[src/rtl/fpu_byte_link.sv]
// fpu_byte_link: device-side byte-serial tagged pin front end for the 16-bit FPU core.
// Define FPU_LINK_STATUS_EN to append a tag-10 status byte after every result.
module fpu_byte_link (
    input  logic        clock,
    input  logic        reset,
    input  logic [11:0] io_in,
    output logic [11:0] io_out,
    output logic        ready,
    output logic        core_start,
    output logic [15:0] core_a,
    output logic [15:0] core_b,
    output logic [3:0]  core_op,
    input  logic        core_done,
    input  logic [15:0] core_result,
    input  logic [3:0]  core_flags
);

    typedef enum logic [2:0] {
        COLLECT = 3'd0,
        ISSUE   = 3'd1,
        WAIT    = 3'd2,
        TX_LO   = 3'd3,
        TX_HI   = 3'd4
`ifdef FPU_LINK_STATUS_EN
        , TX_ST = 3'd5
`endif
    } state_t;

    localparam logic [1:0]  TAG_IDLE   = 2'b00;
    localparam logic [1:0]  TAG_A      = 2'b01;
    localparam logic [1:0]  TAG_B      = 2'b10;
    localparam logic [1:0]  TAG_OP     = 2'b11;
    localparam logic [15:0] ERR_RESULT = 16'h7E00;

    state_t      state_q, state_d;
    logic [15:0] a_q, a_d;
    logic [15:0] b_q, b_d;
    logic        a_ptr_q, a_ptr_d;
    logic        b_ptr_q, b_ptr_d;
    logic        a_cmp_q, a_cmp_d;
    logic        b_cmp_q, b_cmp_d;
    logic [3:0]  op_q, op_d;
    logic [15:0] res_q, res_d;
    logic [3:0]  flags_q, flags_d;
    logic        err_q, err_d;
    logic [11:0] io_out_q, io_out_d;
    logic        ready_q, ready_d;
    logic        start_q, start_d;

    logic [1:0]  in_tag;
    logic [7:0]  in_byte;
    logic        unused_pins;

    assign in_tag      = io_in[1:0];
    assign in_byte     = io_in[9:2];
    assign unused_pins = ^io_in[11:10];

    always_comb begin
        state_d = state_q;
        a_d     = a_q;
        b_d     = b_q;
        a_ptr_d = a_ptr_q;
        b_ptr_d = b_ptr_q;
        a_cmp_d = a_cmp_q;
        b_cmp_d = b_cmp_q;
        op_d    = op_q;
        res_d   = res_q;
        flags_d = flags_q;
        err_d   = err_q;

        case (state_q)
            COLLECT: begin
                if (in_tag == TAG_A) begin
                    if (!a_ptr_q) begin
                        a_d[7:0] = in_byte;
                        a_ptr_d  = 1'b1;
                        a_cmp_d  = 1'b0;
                    end else begin
                        a_d[15:8] = in_byte;
                        a_ptr_d   = 1'b0;
                        a_cmp_d   = 1'b1;
                    end
                end else if (in_tag == TAG_B) begin
                    if (!b_ptr_q) begin
                        b_d[7:0] = in_byte;
                        b_ptr_d  = 1'b1;
                        b_cmp_d  = 1'b0;
                    end else begin
                        b_d[15:8] = in_byte;
                        b_ptr_d   = 1'b0;
                        b_cmp_d   = 1'b1;
                    end
                end else if (in_tag == TAG_OP) begin
                    if (a_cmp_q && b_cmp_q) begin
                        op_d    = in_byte[3:0];
                        state_d = ISSUE;
                    end else begin
                        // Opcode without two full operands: answer with a NaN and the error bit.
                        res_d   = ERR_RESULT;
                        flags_d = 4'h0;
                        err_d   = 1'b1;
                        state_d = TX_LO;
                    end
                end
            end
            ISSUE: state_d = WAIT;
            WAIT: begin
                if (core_done) begin
                    res_d   = core_result;
                    flags_d = core_flags;
                    err_d   = 1'b0;
                    state_d = TX_LO;
                end
            end
            TX_LO: state_d = TX_HI;
`ifdef FPU_LINK_STATUS_EN
            TX_HI: state_d = TX_ST;
            TX_ST: state_d = COLLECT;
`else
            TX_HI: state_d = COLLECT;
`endif
            default: state_d = COLLECT;
        endcase

        // A new transaction always starts with empty operand byte pointers.
        if (state_d == COLLECT && state_q != COLLECT) begin
            a_ptr_d = 1'b0;
            b_ptr_d = 1'b0;
            a_cmp_d = 1'b0;
            b_cmp_d = 1'b0;
        end

        ready_d  = (state_d == COLLECT);
        start_d  = (state_d == ISSUE);
        io_out_d = 12'h000;
        case (state_d)
            TX_LO:   io_out_d = {2'b00, res_d[7:0], TAG_A};
            TX_HI:   io_out_d = {2'b00, res_d[15:8], TAG_A};
`ifdef FPU_LINK_STATUS_EN
            TX_ST:   io_out_d = {2'b00, err_d, 3'b000, flags_d, TAG_B};
`endif
            default: io_out_d = {10'h000, TAG_IDLE};
        endcase
    end

    always_ff @(posedge clock or negedge reset) begin
        if (!reset) begin
            state_q  <= COLLECT;
            a_q      <= 16'h0000;
            b_q      <= 16'h0000;
            a_ptr_q  <= 1'b0;
            b_ptr_q  <= 1'b0;
            a_cmp_q  <= 1'b0;
            b_cmp_q  <= 1'b0;
            op_q     <= 4'h0;
            res_q    <= 16'h0000;
            flags_q  <= 4'h0;
            err_q    <= 1'b0;
            io_out_q <= 12'h000;
            ready_q  <= 1'b0;
            start_q  <= 1'b0;
        end else begin
            state_q  <= state_d;
            a_q      <= a_d;
            b_q      <= b_d;
            a_ptr_q  <= a_ptr_d;
            b_ptr_q  <= b_ptr_d;
            a_cmp_q  <= a_cmp_d;
            b_cmp_q  <= b_cmp_d;
            op_q     <= op_d;
            res_q    <= res_d;
            flags_q  <= flags_d;
            err_q    <= err_d;
            io_out_q <= io_out_d;
            ready_q  <= ready_d;
            start_q  <= start_d;
        end
    end

    assign io_out     = io_out_q;
    assign ready      = ready_q;
    assign core_start = start_q;
    assign core_a     = a_q;
    assign core_b     = b_q;
    assign core_op    = op_q;

endmodule
[config.mk]
export PLATFORM = sky130hd
export DESIGN_NAME = fpu_byte_link
export DESIGN_NICKNAME = d
export VERILOG_FILES = /design/src/rtl/fpu_byte_link.sv
export SDC_FILE = /design/constraint.sdc
export NUM_CORES = 1
export LEC_CHECK = 0
export CORE_AREA = 4 4 80 82
export CTS_CLUSTER_SIZE = 30
export DETAILED_ROUTE_END_ITERATION = 6
export DIE_AREA = 0 0 84 86
export PLACE_DENSITY = 0.83
export SYNTH_ARGS = -nofsm -noshare
export SYNTH_HDL_FRONTEND = slang
export SYNTH_SLANG_ARGS = --single-unit
[constraint.sdc]
create_clock -name clock -period 4.2 [get_ports clock]
set_input_delay 0.84 -clock clock [delete_from_list [all_inputs] [get_ports clock]]
set_output_delay 0.84 -clock clock [all_outputs]
set_load 0.02 [all_outputs]
==> impl_metrics.json <==
{
  "leakage_nw": 1.58,
  "yosysMostFrequentCell": "dfrtp_1",
  "port_buffers": 75,
  "max_freq_mhz": 401,
  "core.rowCount": 28,
  "numClockSinks": 62,
  "place_ws_ns": 1.35,
  "synthMuxAreaShare": 0.152,
  "critical-path-top-delay-family": "compound AO/OA/AOI/OAI gates",
  "multi_input_area_sq_um": 1080,
  "cts-root-buf": "clkbuf_8",
  "cts_tree": "built",
  "synth_area_leaders": "dfrtp_1, mux2_2, a211oi_1",
  "die_h_um": 86,
  "rsz0062_at_grt": "false",
  "place_congestion": 0.784,
  "syn2layout_area_growth_pct": 32.0,
  "wl_mm": 5.92,
  "synth_top_area_frac": 0.554,
  "post-route-min-period_ns": 2.50,
  "worstSetupStartpoint": "io_in[0]",
  "timing.final.hold_violations": 0,
  "whs_ns": 0.509,
  "die_w_um": 84,
  "final.setup.tns_ns": 0,
  "cp.required_ns": 4.41,
  "seqCellArea_sq_um": 1550,
  "peakVddDrop_uv": 361,
  "path_buf_inv": 2,
  "route.detailed.drc": 0,
  "dp_hpwl_mm": 4.23,
  "placed_area_sq_um": 3500,
  "syn-cell-area_sq_um": 2800,
  "fin_ws_ns": 1.70,
  "post_cts_buffers": 0,
  "synth_xor_xnor_area_share": 0.00626,
  "ys_ff_latch": 62,
  "drt_iter0_markers": 100,
  "synth_cell_types": 36,
  "power_density_nw_per_um2": 763,
  "crit_type": "input pin to flop",
  "r2r-start": "state_q[1]$_DFF_PN0_",
  "viasPerCell": 5.36,
  "cts_hold_buf": 0,
  "tightest_slew_ns": 1.03,
  "ys.flop_type": "dfrtp_1",
  "fillCellCount": 440,
  "ctsResizeCount": 0,
  "core_sq_um": 5750,
  "finalNetCount": 325,
  "synth.top_cells.by_count": "dfrtp_1, mux2_2, nor2_1, a211oi_1, clkbuf_1",
  "overflow": 0,
  "timing.final.crit_share": 0.594,
  "insertion_delay_ns": 0.34,
  "vias": 1966,
  "clkTransAtPathRegs_ns": 0.07,
  "grt_pass1_wl_mm": 9.71,
  "yosysSeqAreaShare": 0.554,
  "slowest_delay_ns": 0.55,
  "crit_chain": "clkdlybuf4s50_1 > inv_1 > ha_1 > a211oi_4 > a211oi_1 > a221o_1",
  "synth_edf_count": 0,
  "finalMaxSlewViolations": 0,
  "die-area_sq_um": 7220,
  "maxCapViolations": 0,
  "final_area_sq_um": 3700,
  "relSlewSlack": 0.312,
  "cts_buffer_depth": 2,
  "yosysWarnings": 0,
  "start_kind": "input pin",
  "synth_cells": 223,
  "status": "complete, no violations",
  "worstPathArrival_ns": 2.71,
  "slowest_stage": "clkdlybuf4s50_1",
  "dr.pass1.iters": 4,
  "postRouteAntennaNets": 0,
  "wl_per_cell_um": 16.1,
  "hold_path.startpoint": "core_b[14]$_DFFE_PN0P_",
  "htree_levels": 3,
  "numCtsBuffers": 9,
  "synth_top_family_by_area": "multiplexers",
  "synth_compound_area_frac": 0.105,
  "setup_viol": 0,
  "drive_gt1_frac": 0.212,
  "path_max_fanout": 11,
  "end_kind": "flop",
  "antenna_found_initial": 0,
  "synth_area_per_cell_sq_um": 12.6,
  "grt_max_degree": 34,
  "async_flop_share": 1.00,
  "start_util": 0.487,
  "yosys.area_share.simple": 0.105,
  "grt_pass1_vias": 2011,
  "hold_class": "flop to flop",
  "synth-adder-area-share": 0.0134,
  "p_total_mw": 2.82,
  "ioPinCount": 85,
  "synth_top_cell_by_area": "dfrtp_1",
  "finClkSkew_ns": 0.0103,
  "track_usage": 0.171,
  "n_antenna_cell": 0
}
-- routing by layer --
layer / routed length (um) / part of all wire / up-vias / global-route usage
met5: 0 / 0 / - / 0
met4: 79 / 0.013 / 0 / 0.0702
met3: 423 / 0.071 / 14 / 0.0413
met2: 2880 / 0.49 / 91 / 0.284
met1: 2540 / 0.43 / 949 / 0.215
li1: - / - / 912 / -
-- through the flow --
stage / std cells / util
2_1_floorplan: 225 / -
3_5_place_dp: 351 / 0.609
6_report: 367 / 0.643
5_1_grt: 367 / 0.643
4_1_cts: 367 / 0.643
3_3_place_gp: 351 / 0.609
-- cells by family after synthesis --
family                     after synthesis
xor gates and xnor gates                 2
buffers and inverters                   31
and+or+nand+nor                         47
DFF                                     62
AOI/OAI and AO/OA                       39
adders and majority gates                3
muxes                                   38
other                                    1
-- area by class of cell --
class / count / share of cell area
clock buffers: 9 / 0.0335
clock inverters: 7 / 0.0200
inverters: 6 / 0.00609
multi-input cells: 132 / 0.291
flip-flops and latches: 62 / 0.420
well taps: 75 / 0.0254
repair buffers: 76 / 0.204
-- report_power, final --
part           leakage (nW)  switching (mW)  internal, mW
clock                0.0996           0.239         0.276
combinational         0.704           0.584         0.620
sequential            0.778           0.241         0.861
-- cell usage in the layout, fill, tap and decap left out, types with 2 or more instances in the layout --
cell and n:
clkdlybuf4s50_1 74, dfrtp_1 62, mux2_2 36, nor2_1 19, a211oi_1 16, clkbuf_8 9, o22ai_1 8, nand2b_1 7
a22oi_1 7, inv_1 6, nand2_1 5, a21oi_1 3, ha_1 3, conb_1 3, nand3_1 2, a221o_1 2
mux2i_1 2, nor3_4 2, xnor2_1 2, clkinv_4 2, clkinv_2 2
-- path summary, 6_finish.rpt --
check | end | slack, ns | cells past startpoint
worst max-delay path | res_q[8]$_DFF_PN0_ | 1.70 | 6
worst min-delay path | core_b[14]$_DFFE_PN0P_ | 0.51 | 1
worst max register to register | core_a[1]$_DFFE_PN0P_ | 2.06 | 3
worst min register to register | core_b[14]$_DFFE_PN0P_ | 0.51 | 1
max in group asynchronous | res_q[12]$_DFF_PN0_ | 2.79 | 2
min in group asynchronous | core_a[3]$_DFFE_PN0P_ | 0.55 | 1
-- flip-flops by register name, indices dropped and copies added, names as in the netlist --
| register | count |
|---|---|
| a_cmp_q | 1 |
| a_ptr_q | 1 |
| b_cmp_q | 1 |
| b_ptr_q | 1 |
| core_a | 16 |
| core_b | 16 |
| core_op | 4 |
| core_start | 1 |
| io_out | 9 |
| ready | 1 |
| res_q | 8 |
| state_q | 3 |
Note: power is estimated with default switching activity, not from simulation.
